===== src/rtl/fft_frame_loader.sv =====
// Ping-pong frame buffer: packs i2s samples into 2^N_2-sample frames and streams them to the fft.
// Build option MONO_MIX_EN: capture (left+right)/2 instead of the left channel alone.
module fft_frame_loader #(
  parameter int unsigned width = 16,
  parameter int unsigned N_2   = 5
) (
  input  logic             clk,
  input  logic             reset,
  input  logic             lrck,
  input  logic [23:0]      left,
  input  logic [23:0]      right,
  input  logic             fft_done,
  output logic             fft_start,
  output logic             fft_load,
  output logic [width-1:0] fft_rd,
  output logic             overrun
);
  localparam int unsigned DEPTH = 1 << N_2;
  localparam logic [N_2-1:0] LAST_IDX = N_2'(DEPTH - 1);

  typedef enum logic [1:0] {IDLE, START, LOAD, WAIT} state_e;

  state_e           state_q, state_d;
  logic             lrck_q, done_q;
  logic [1:0]       full_q, full_d;
  logic             wr_bank_q, wr_bank_d;
  logic             rd_bank_q, rd_bank_d;
  logic [N_2-1:0]   wr_ptr_q, wr_ptr_d;
  logic [N_2-1:0]   rd_idx_q, rd_idx_d;
  logic             start_q, start_d;
  logic             load_q, load_d;
  logic             overrun_q, overrun_d;
  logic [width-1:0] rd_q, rd_d;
  logic             pair_c;
  logic [width-1:0] sample_c;
  logic [width-1:0] mem_q [DEPTH*2];

`ifdef MONO_MIX_EN
  logic signed [24:0] sum_c;
  logic               unused_c;
  assign sum_c    = 25'($signed(left)) + 25'($signed(right));
  assign sample_c = sum_c[24 -: width];
  assign unused_c = ^sum_c[24-width:0];
`else
  logic unused_c;
  assign sample_c = left[23 -: width];
  assign unused_c = ^{left[23-width:0], right};
`endif

  // A completed left/right pair is announced by the lrck 1->0 edge.
  assign pair_c = lrck_q & ~lrck;

  always_ff @(posedge clk) begin
    if (pair_c) mem_q[{wr_bank_q, wr_ptr_q}] <= sample_c;
  end

  always_ff @(posedge clk or posedge reset) begin
    if (reset) begin
      state_q   <= IDLE;
      lrck_q    <= 1'b0;
      done_q    <= 1'b0;
      full_q    <= '0;
      wr_bank_q <= 1'b0;
      rd_bank_q <= 1'b0;
      wr_ptr_q  <= '0;
      rd_idx_q  <= '0;
      start_q   <= 1'b0;
      load_q    <= 1'b0;
      overrun_q <= 1'b0;
      rd_q      <= '0;
    end else begin
      state_q   <= state_d;
      lrck_q    <= lrck;
      done_q    <= fft_done;
      full_q    <= full_d;
      wr_bank_q <= wr_bank_d;
      rd_bank_q <= rd_bank_d;
      wr_ptr_q  <= wr_ptr_d;
      rd_idx_q  <= rd_idx_d;
      start_q   <= start_d;
      load_q    <= load_d;
      overrun_q <= overrun_d;
      rd_q      <= rd_d;
    end
  end

  always_comb begin
    state_d   = state_q;
    full_d    = full_q;
    wr_bank_d = wr_bank_q;
    rd_bank_d = rd_bank_q;
    wr_ptr_d  = wr_ptr_q;
    rd_idx_d  = rd_idx_q;
    start_d   = 1'b0;
    load_d    = 1'b0;
    overrun_d = overrun_q;
    rd_d      = '0;

    case (state_q)
      IDLE: begin
        if (full_q[~wr_bank_q]) begin
          state_d   = START;
          start_d   = 1'b1;
          rd_bank_d = ~wr_bank_q;
        end
      end
      START: begin
        state_d  = LOAD;
        load_d   = 1'b1;
        rd_idx_d = '0;
        rd_d     = mem_q[{rd_bank_q, {N_2{1'b0}}}];
      end
      LOAD: begin
        if (rd_idx_q == LAST_IDX) begin
          state_d           = WAIT;
          full_d[rd_bank_q] = 1'b0;
        end else begin
          rd_idx_d = rd_idx_q + N_2'(1);
          load_d   = 1'b1;
          rd_d     = mem_q[{rd_bank_q, rd_idx_d}];
        end
      end
      WAIT: begin
        if (done_q && !fft_done) state_d = IDLE;
      end
      default: state_d = IDLE;
    endcase

    // Uses full_d so a bank freed by the final LOAD cycle counts as free here.
    if (pair_c) begin
      wr_ptr_d = wr_ptr_q + N_2'(1);
      if (wr_ptr_q == LAST_IDX) begin
        wr_ptr_d = '0;
        if (!full_d[~wr_bank_q]) begin
          full_d[wr_bank_q] = 1'b1;
          wr_bank_d         = ~wr_bank_q;
        end else begin
          overrun_d = 1'b1;
        end
      end
    end
  end

  assign fft_start = start_q;
  assign fft_load  = load_q;
  assign fft_rd    = rd_q;
  assign overrun   = overrun_q;

endmodule

===== config.mk =====
export PLATFORM = sky130hd
export DESIGN_NAME = fft_frame_loader
export DESIGN_NICKNAME = d
export VERILOG_FILES = /design/src/rtl/fft_frame_loader.sv
export SDC_FILE = /design/constraint.sdc
export NUM_CORES = 1
export LEC_CHECK = 0
export CAP_MARGIN = 20
export CORE_ASPECT_RATIO = 1.4
export CORE_MARGIN = 2
export CORE_UTILIZATION = 35
export CTS_BUF_LIST = sky130_fd_sc_hd__clkbuf_4
export CTS_CLUSTER_DIAMETER = 120
export CTS_CLUSTER_SIZE = 12
export DETAILED_ROUTE_END_ITERATION = 10
export GPL_TIMING_DRIVEN = 0
export PLACE_DENSITY = 0.58
export SLEW_MARGIN = 20
export SYNTH_ARGS = -nofsm -noshare
export SYNTH_HDL_FRONTEND = slang
export SYNTH_SLANG_ARGS = --single-unit

===== constraint.sdc =====
create_clock -name clk -period 3 [get_ports clk]
set_input_delay 0.3 -clock clk [delete_from_list [all_inputs] [get_ports clk]]
set_output_delay 0.3 -clock clk [all_outputs]
set_load 0.01 [all_outputs]

Word-level counts from Yosys, hierarchy flattened
Memory sizes are Yosys's and may differ from the RTL's.
Cells that the tools add are included.
W data, S select, Z words.
{ "totals": {"reg_bits": 37, "ram_bits": 1024, "input_bits": 52, "out_inout_bits": 19, "elab_cells": 75, "memories": 1} }
{ "classes": {"addsub": 2, "magnitude_cmp": 5, "n_eq_ne": 9, "muxes": 28, "n_bitwise": 7, "reduce_logical": 11} }
{ "mem_list": {"columns": ["name", "words", "width", "rd", "rd_clocked_by_memory_dff", "wr", "line_no", "source"], "rows": [
  ["mem_q", 64, 16, 2, 0, 1, "36", "logic [width-1:0] mem_q [DEPTH*2];"]
]} }
{ "ops": {"columns": ["operator", "n"], "rows": [
  ["$pmux W16 S2", 1],
  ["$mux W16", 1],
  ["$mux W2", 8],
  ["$mux W1", 11],
  ["$add A5 B1 Y5 const B", 2],
  ["$eq A5 B5 Y1 const B", 2],
  ["$mux W5", 2],
  ["$pmux W5 S2", 1],
  ["$reduce_and A3 Y1", 3],
  ["$ne A2 B2 Y1 const B", 4],
  ["$pmux W2 S4", 1],
  ["$lt A1 B2 Y1 const B", 3],
  ["$eq A2 B2 Y1 const B", 2],
  ["$reduce_and A2 Y1", 2],
  ["$logic_and A1 B1 Y1", 3],
  ["$not A1 Y1", 3],
  ["$and A2 B2 Y2", 1],
  ["$demux W1 S1", 2],
  ["$eq A2 B1 Y1 const B", 1],
  ["$ge A1 B1 Y1 const B", 2],
  ["$logic_not A2 Y1", 1],
  ["$not A2 Y2", 1],
  ["$or A2 B2 Y2", 1],
  ["$pmux W1 S2", 1],
  ["other kinds (3)", 3]
]} }

Longest topological paths before layout
Gate-level depths: netlist (run 1).
{ "depth": {"word_depth": 13, "depth_mapped": 10, "depth_no_buf": 8} }

Least setup slack after synthesis (run 1)
Ideal clock, no wire load.
{ "synth_timing": {"path_type": "reg2reg", "from": "reg wr_ptr_q[3]", "to": "mem mem_q[24][0], enable pin", "setup_ns": 0.430, "arrival_ns": 2.542, "required_time_ns": 2.570, "slack_ns": 0.027, "stages_incl_launch_ff": 5, "path_buffers": 1, "synth_period_minus_slack_ns": 2.973, "cell_sequence": "dfrtp_1 -> clkbuf_1 -> nor2b_1 -> nand3_1 -> nor4_1"} }
{ "synth_lines": {"columns": ["item", "line_no", "source"], "rows": [
  ["start, declared", "28", "logic [N_2-1:0] wr_ptr_q, wr_ptr_d;"],
  ["start signal, assigned", "78", "wr_ptr_q <= wr_ptr_d;"],
  ["end, declared", "36", null]
]} }
No word-level cell before the write port.

Worst setup path after layout (run 1)
{ "layout_timing": {"from": "reg wr_bank_q", "to": "mem mem_q[57][4], enable pin"} }
{ "layout_lines": {"columns": ["item", "line_no", "source"], "rows": [
  ["start, declared", "26", "logic wr_bank_q, wr_bank_d;"],
  ["start signal, assigned", "76", "wr_bank_q <= wr_bank_d;"]
]} }
No word-level cell before the write port.

==> results of run 1 <==
-- worst min-delay path by stage --
stage / endpoint / slack, ns / cells past startpoint
after floorplan: done_q / 0.33 / 0
after global placement: rd_idx_q[4] / 0.52 / 1
after detailed placement: rd_idx_q[4] / 0.53 / 1
after CTS: mem_q[45][15] / 0.12 / 2
after global routing: mem_q[13][15] / 0.20 / 2
final: mem_q[54][15] / 0.27 / 2
-- stage by stage --
stage | cell area [µm²] | TNS, ns | util [%] | setup slack, ns
floorplan | 41100 | 0 | - | 0.0274
global placement | 43400 | -896.41 | 37.2 | -2.32
detailed placement | 44600 | -53.27 | 38.3 | -0.645
CTS | 46200 | -0.0523 | 39.7 | -0.0135
global route | 46400 | -4.07 | 39.9 | -0.206
finish | 46400 | -0.316 | 39.9 | -0.0288
-- layer usage --
layer | global-route usage [%] | up-vias | share of wire, %
li1 | - | 8759 | -
met1 | 22.1 | 11200 | 36
met4 | 10.3 | 0 | 6.1
met2 | 33.0 | 783 | 52
met3 | 2.95 | 193 | 6.0
met5 | 0 | - | 0
-- power by group through the flow --
stage | Sequential (mW) | Combinational, mW | Clock [mW]
2_1_floorplan | 17.0 | 8.45 | 0
3_3_place_gp | 17.1 | 13.5 | 0
6_report | 16.7 | 14.4 | 6.49
4_1_cts | 16.7 | 14.4 | 6.70
5_1_grt | 16.7 | 15.1 | 7.17
3_5_place_dp | 17.0 | 13.8 | 0
-- repair_timing --
| item | CTS | global route |
|---|---|---|
| buffers inserted | 3 | 9 |
| resized for setup | 95 | 33 |
| pin swaps | 11 | 8 |
| endpoints found under the setup margin | 48 | 108 |
| cloned | 0 | 0 |
| hold buffers | 21 | 0 |
| hold endpoints to repair | 1060 | 0 |
-- sequential cells by signal (all words and copies together) (netlist names) --
register / count
mem_q: 1024
fft_rd: 16
rd_idx_q: 5
wr_ptr_q: 5
full_q: 2
state_q: 2
done_q: 1
fft_load: 1
fft_start: 1
lrck_q: 1
overrun: 1
rd_bank_q: 1
wr_bank_q: 1
-- kinds of logic (layout without fill, tap and decap cells) --
family          count (synthesis)  in the layout  synth area share [%]
mux                           294            294                  15.0
simple gates                  464            464                  4.89
buf+inv                       124            405                  1.39
compound gates                 79             79                  1.37
fa+ha+maj                       9              9                 0.274
flops                        1061           1061                  77.0
other cells                     0              4                     0
xor+xnor                        5              5                 0.106
-- synthesized netlist by cell type --
| cell type | number | area, µm² |
|---|---|---|
| inv_1 | 3 | 11.3 |
| buf_6 | 2 | 22.5 |
| mux4_2 | 256 | 5770 |
| nand2b_1 | 4 | 25.0 |
| a21o_1 | 2 | 15.0 |
| o21ai_0 | 10 | 50.1 |
| buf_2 | 41 | 205 |
| mux2i_1 | 35 | 350 |
| edfxtp_1 | 1024 | 30700 |
| nand4_1 | 31 | 194 |
| and2_1 | 3 | 18.8 |
| dfrtp_1 | 37 | 926 |
| nand3_1 | 80 | 400 |
| o221ai_1 | 1 | 8.76 |
| o211ai_1 | 15 | 113 |
| a311o_1 | 2 | 20.0 |
| a21oi_1 | 7 | 35.0 |
| nand3b_1 | 6 | 45.0 |
| nor4_1 | 1 | 6.26 |
| nor3_1 | 6 | 30.0 |
| nor2b_1 | 4 | 25.0 |
| xnor2_1 | 2 | 17.5 |
| clkbuf_1 | 56 | 210 |
| a311oi_1 | 2 | 17.5 |
| o21ai_1 | 2 | 10.0 |
| a22o_1 | 3 | 26.3 |
| ha_1 | 9 | 113 |
| xor2_1 | 3 | 26.3 |
| and3_1 | 3 | 18.8 |
| a32oi_1 | 16 | 140 |
| nor2_1 | 75 | 282 |
| a31oi_1 | 16 | 100 |
| o21a_1 | 1 | 7.51 |
| a221oi_1 | 1 | 8.76 |
| or3b_2 | 2 | 17.5 |
| buf_1 | 11 | 41.3 |
| or3_1 | 2 | 12.5 |
| nand2_1 | 243 | 912 |
| mux2_2 | 3 | 33.8 |
| or2_2 | 4 | 25.0 |
| a221o_1 | 1 | 10.0 |
| buf_4 | 11 | 82.6 |
-- cell usage in the layout (no fill, tap or decap), drive strengths merged, types with 22 or more instances in the layout --
cell type      instances
buf                  165
clkdlybuf4s50         22
nand4                 31
clkbuf               190
edfxtp              1024
nand2                243
nand3                 80
mux4                 256
mux2i                 35
nor2                  75
dfrtp                 37
-- layout make-up --
cell class	count	share of cell area, %
clock buffers	129	2.09
flip-flops and latches	1061	68.2
repair buffers	149	3.75
clock inverters	4	0.116
multi-input cells	851	20.2
well taps	1500	4.04
plain buffers	120	1.55
inverters	3	0.0242
diodes	4	0.0216
==> out/metrics.csv, run 1 <==
metric,value,unit
status,"complete, but fails checks",
violations,negative setup slack,
irDropWorstVdd,0.000458,V
fin_crit_sh,101,%
critPathTopFamily,simple AND/OR/NAND/NOR gates,
clkPwrFrac,17.3,%
tritoncts,built,
r2r_end,mem_q[57][4],
die_w,294,µm
cp_slowest_cell,nor2_2,
synth_area,41100,µm²
cts_root_buf,clkbuf_4,
final_nets,2345,
gp_congestion,0.953,
rows,148,
die_y,410,µm
cp.required,3.75,ns
cts.reportedPaths.clkPinSlew,0.14,ns
syn-num-nets,2097,
cts_buffer_depth,3,
p_seq_share,44.4,%
synth_cells,2036,
wirelength,113000,µm
power_switching,13.4,mW
rsz0062_at_grt,yes,
crit_path_end,mem_q[57][4],
critPathMostFrequentCell,clkbuf_1,
port_buffers,38,
slew_headroom,36.7,%
p_leak,14.4,nW
ff_latch_area,31700,µm²
nFillCells,10300,
critPathBufInv,3,
drive_gt1_share,29.6,%
arrival,3.78,ns
grt_use_total,18.8,%
vias,20900,
r2r_slack,-0.03,ns
synth_cell_types,42,
grt_overflow_total,0,
layout.cells.non_filler,3821,
p_int,24.2,mW
syn_to_final_growth,12.9,%
drc,0,
crit_fanout,10,
syn_area_per_cell,20.2,µm²
grt_pass1_vias,21800,
hold_path_class,input port to register,
fin_worst_skew,0.0879,ns
p_per_area,809,nW/µm²
yosysSeqAreaShare,77.0,%
drt-pass1-iter-count,5,
routed_via_density,5.47,
worst_slew_pin_slew,0.950,ns
startpoint_type,register,
ys_ff_latch,1061,
cts.sinks,1061,
drtAntennaViolNets,0,
hold_path.startpoint,left[23],
dr.first_iter.drc_count,2063,
htree_levels,3,
die-area,120000,µm²
grt_pass1_wl,160000,µm
yosys_warnings,0,
finalSetupViolations,19,
multi_input_area,9390,µm²
wl_per_cell,29.6,µm
cap_violations,0,
fmax,0.330,GHz
core-area,116000,µm²
maxSlewViolCount,0,
cts_buffers,98,
antenna_found_initial,4,
end_kind,register,
p_comb_share,38.3,%
hpwl,79000,µm
path_class,register to register,
period_needed,3.03,ns
slowest_delay,0.75,ns
whs,0.271,ns
worst-path-stages,5,
grt_max_degree,65,
io_pins,71,
hold_viol,0,
r2r_cells,5,
start_util,35.3,%
power.total,37.6,mW
path_cells,"clkbuf_1, clkbuf_1, nand3_1, nor2_2, buf_6",
crit-reg2reg-launch,wr_bank_q,
timing.final.ws_setup,-0.0288,ns
switching_share,35.7,%
clk_latency,1.04,ns
timing.critical_path.from,wr_bank_q,
dp_cells,3652,
No activity file was read; power rests on OpenSTA's default activity.
==> inputs of run 2 (changes only) <==
SKIP_CTS_REPAIR_TIMING = 1   (was unset)
SKIP_LAST_GASP = 1   (was unset)
SLEW_MARGIN = 25   (was 20)
==> run 2 against run 1 <==
The run still ends with negative setup slack left. Global-route usage barely moved. Clock skew rose by 0.0025 ns. Cell area fell by 0.32%. Maximum frequency barely moved. Clock power barely moved. Register-to-register slack barely moved. Critical endpoint is now fft_rd[4]. Combinational power barely moved. Flip-flop and latch count did not move. Final cell count barely moved. First-iteration DRC count rose by 1.9%. Count of clock-buffer cells in the layout rose by 2.
==> out/metrics.csv, run 2 (same netlist as run 1, synthesis figures left out) <==
metric,value,unit
status,"complete, but fails checks",
violations,negative setup slack,
grt_max_degree,65,
crit_fanout,10,
path_class,register to register,
grt_overflow_total,0,
final_nets,2341,
slew_headroom,32.6,%
clk_latency,1.07,ns
hpwl,78700,µm
vias,21000,
layout.cells.non_filler,3819,
irDropWorstVdd,0.000420,V
p_per_area,809,nW/µm²
drtAntennaViolNets,0,
start_util,35.3,%
fmax,0.330,GHz
cp.required,3.84,ns
dr.first_iter.drc_count,2102,
htree_levels,3,
nFillCells,10300,
rsz0062_at_grt,yes,
wl_per_cell,29.7,µm
hold_viol,0,
maxSlewViolCount,0,
drc,0,
arrival,3.87,ns
port_buffers,38,
routed_via_density,5.49,
place_area,44500,µm²
die_w,294,µm
layout_commonest_cell,edfxtp_1,
fin_worst_skew,0.0905,ns
slowest_delay,0.45,ns
p_leak,14.3,nW
cts_buffer_depth,3,
r2r_slack,-0.03,ns
final_cell_mix,"edfxtp_1 (1024), mux4_2 (256), nand2_1 (243)",
grt_pass1_vias,21700,
hold_path_class,input port to asynchronous set/reset pin,
final_area,46300,µm²
grt_use_total,18.8,%
cp_slowest_cell,dfrtp_1,
gp_congestion,0.953,
dp_cells,3647,
wirelength,113000,µm
finalSetupViolations,2,
cts.reportedPaths.clkPinSlew,0.14,ns
cts.sinks,1061,
worst_slew_pin_slew,1.01,ns
path_cells,"ha_2, buf_2, buf_6, clkbuf_4, mux4_2, mux2i_2, a32oi_2, nand4_1, o211ai_1",
drt-pass1-iter-count,5,
syn_to_final_growth,12.6,%
r2r_cells,9,
startpoint_type,register,
max_flop_register,mem_q,
cts_buffers,98,
rows,148,
drive_gt1_share,29.6,%
grt_pass1_wl,160000,µm
period_needed,3.03,ns
tritoncts,built,
die-area,120000,µm²
fin_crit_sh,101,%
end_kind,register,
cts_root_buf,clkbuf_4,
largest_reg_flops,1024,
io_pins,71,
die_y,410,µm
core-area,116000,µm²
cap_violations,0,
timing.final.ws_setup,-0.0266,ns
antenna_found_initial,3,
-- run 2: cell count changes in the layout (fill, tap and decap cells not counted), sizes merged --
cell / before / now
bufinv: 1 / 0
clkbuf: 190 / 201
dlygate4sd3: 21 / 19
diode: 4 / 5
clkinvlp: 2 / 0
inv: 4 / 6
buf: 165 / 154
-- run 2: critical path: cells and delay by family, from the launching register on --
family                     cells  cell delay [ns]
AOI/OAI and AO/OA              2             0.39
adders and majority gates      1             0.33
buffers and inverters          3             0.69
DFF                            1             0.45
muxes                          2             0.71
and+or+nand+nor                1             0.22
-- run 2: per-stage QoR --
step	setup slack (ns)	utilization, %	power, mW	hold slack [ns]	setup TNS, ns
after floorplan	0.0274	-	25.5	0.331	0
after global placement	-2.32	37.2	30.6	0.520	-896.41
after detailed placement	-0.681	38.2	30.8	0.530	-80.55
after CTS	-0.732	39.1	37.2	-0.575	-18.48
after global routing	-0.0992	39.7	38.9	0.0270	-1.16
final	-0.0266	39.7	37.5	0.119	-0.0457
-- run 2: layout make-up --
class / instances / area, µm² / area share (%)
Antenna cell: 5 / 12.5 / 0.0270
Buffer: 120 / 692 / 1.49
Clock buffer: 131 / 983 / 2.12
Clock inverter: 3 / 16.3 / 0.0351
Inverter: 3 / 11.3 / 0.0243
Multi-Input combinational cell: 851 / 9390 / 20.3
Sequential cell: 1061 / 31700 / 68.4
Tap cell: 1500 / 1880 / 4.05
Timing Repair Buffer: 145 / 1630 / 3.53
-- run 2: power by group --
group	total [mW]	internal, mW	switching (mW)
Clock	6.47	1.98	4.50
Sequential	16.7	16.5	0.152
Combinational	14.3	5.52	8.77
Total	37.5	24.0	13.4
-- run 2: layer usage --
layer  vias up  track usage [%]  part of all wire (%)
met5         -                0                     0
met1     11200             21.9                    37
met3       214             3.23                   5.6
li1       8744                -                     -
met4         0             10.9                   6.2
met2       790             32.8                    51
-- run 2: final timing paths --
kind / startpoint / end
setup / recovery: rd_idx_q[1] / fft_rd[4]
hold / removal: reset / fft_start
setup reg to reg: rd_idx_q[1] / fft_rd[4]
hold reg to reg: rd_idx_q[4] / rd_idx_q[4]
max in group asynchronous: reset / fft_rd[15]
min in group clk: left[18] / mem_q[43][10]
==> inputs of run 3 (changes only) <==
PLACE_DENSITY = unset   (was 0.58)
==> run 3 against run 2 <==
The run still ends with negative setup slack left. Total power is 0.11% lower. Sequential share of layout area decreased by 0.32 points. Register-to-register slack worse by 0.02 ns. Routed wire length shrank 1.9%. Worst hold slack lost 0.0040 ns. Final cell count grew 0.34%. Setup slack got worse by 0.018 ns. Die area did not move. Clock power barely moved. Utilization is 0.18 points higher.
==> out/metrics.csv, run 3 (same netlist as run 1, synthesis figures left out) <==
metric,value,unit
hold_end,mem_q[15][13],
fmax,0.328,GHz
startpoint_type,register,
grt_pass1_wl,157000,µm
drtAntennaViolNets,0,
end_kind,register,
htree_levels,3,
grt_overflow_total,0,
p_leak,14.4,nW
routed_via_density,5.54,
dp_slack,-0.652,ns
core-area,116000,µm²
wl_per_cell,29.0,µm
io_pins,71,
power.total,37.4,mW
wirelength,111000,µm
tritoncts,built,
layout_commonest_cell,edfxtp_1,
slew_headroom,25.2,%
grt_use_total,18.4,%
drt-pass1-iter-count,6,
clk_latency,1.07,ns
arrival,4.00,ns
fin_worst_skew,0.132,ns
cts_root_buf,clkbuf_4,
largest_reg_flops,1024,
cts.reportedPaths.clkPinSlew,0.15,ns
antenna_found_initial,3,
period_needed,3.04,ns
violations,negative setup slack,
r2r_cells,9,
syn_to_final_growth,13.1,%
timing.final.ws_setup,-0.0448,ns
grt_max_degree,65,
hpwl,77700,µm
die_w,294,µm
start_util,35.3,%
r2r_end,fft_rd[13],
holdPathStages,2,
p_per_area,804,nW/µm²
worst_slew_pin_slew,1.12,ns
fin_crit_sh,101,%
vias,21200,
die_y,410,µm
finalSetupViolations,4,
gp_congestion,0.939,
irDropWorstVdd,0.000397,V
r2r_slack,-0.04,ns
crit-reg2reg-launch,rd_idx_q[1],
path_class,register to register,
hold_path_class,input port to register,
whs,0.115,ns
cts.sinks,1061,
hold_viol,0,
max_flop_register,mem_q,
status,"complete, but fails checks",
rsz0062_at_grt,yes,
cp.required,3.95,ns
final_cell_mix,"edfxtp_1 (1024), mux4_2 (256), nand2_1 (243)",
final_nets,2355,
maxSlewViolCount,0,
rows,148,
drive_gt1_share,30.2,%
drc,0,
cts_buffers,98,
crit_fanout,10,
hold_path.startpoint,left[21],
grt_pass1_vias,21800,
dr.first_iter.drc_count,2353,
cap_violations,0,
die-area,120000,µm²
port_buffers,38,
cts_buffer_depth,3,
-- run 3: stage by stage --
step                cell area, µm²  TNS (ns)  std cells  utilization, %
finish                       46500   -0.0853       3832            39.9
global route                 46500     -3.30       3831            39.9
CTS                          45500    -33.90       3781            39.1
detailed placement           44500    -68.60       3646            38.2
global placement             43400   -844.10       3574            37.2
floorplan                    41100         0       2036               -
-- run 3: power breakdown --
group	switching (mW)	total, mW	internal [mW]
clock	4.50	6.44	1.94
sequential	0.155	16.7	16.5
combinational	8.69	14.3	5.58
-- run 3: cell type report --
cell class              count  area, µm²
well taps                1500       1880
flip-flops and latches   1061      31700
multi-input cells         851       9440
repair buffers            161       1800
diodes                      3       7.51
fillers                 10300      70000
plain buffers             118        693
clock inverters             8       48.8
inverters                   3       11.3
clock buffers             127        953
-- run 3: worst max path at each step --
stage,startpoint,to,slack (ns)
final,rd_idx_q[1],fft_rd[13],-0.04
after global routing,wr_bank_q,mem_q[57][15],-0.14
after CTS,rd_idx_q[1],fft_rd[3],-0.75
after detailed placement,rd_idx_q[1],fft_rd[3],-0.65
after global placement,lrck,mem_q[24][14],-2.30
after floorplan,wr_ptr_q[3],mem_q[24][0],0.03
-- run 3: worst max-delay path, stage by stage (launching register included) --
cell and delay (ns):
dfrtp_1 0.43, ha_2 0.31, buf_2 0.18, buf_6 0.23, buf_2 0.30, mux4_2 0.29
nand2_1 0.07, a32oi_1 0.84, nand4_1 0.17, o211ai_1 0.14
-- run 3: layer usage --
| metal | up-vias | GRT usage, % | routed length [µm] |
|---|---|---|---|
| li1 | 8788 | - | - |
| met1 | 11300 | 21.1 | 39900 |
| met2 | 888 | 32.1 | 58200 |
| met3 | 210 | 3.14 | 6530 |
| met4 | 0 | 10.9 | 6480 |
| met5 | - | 0 | 0 |
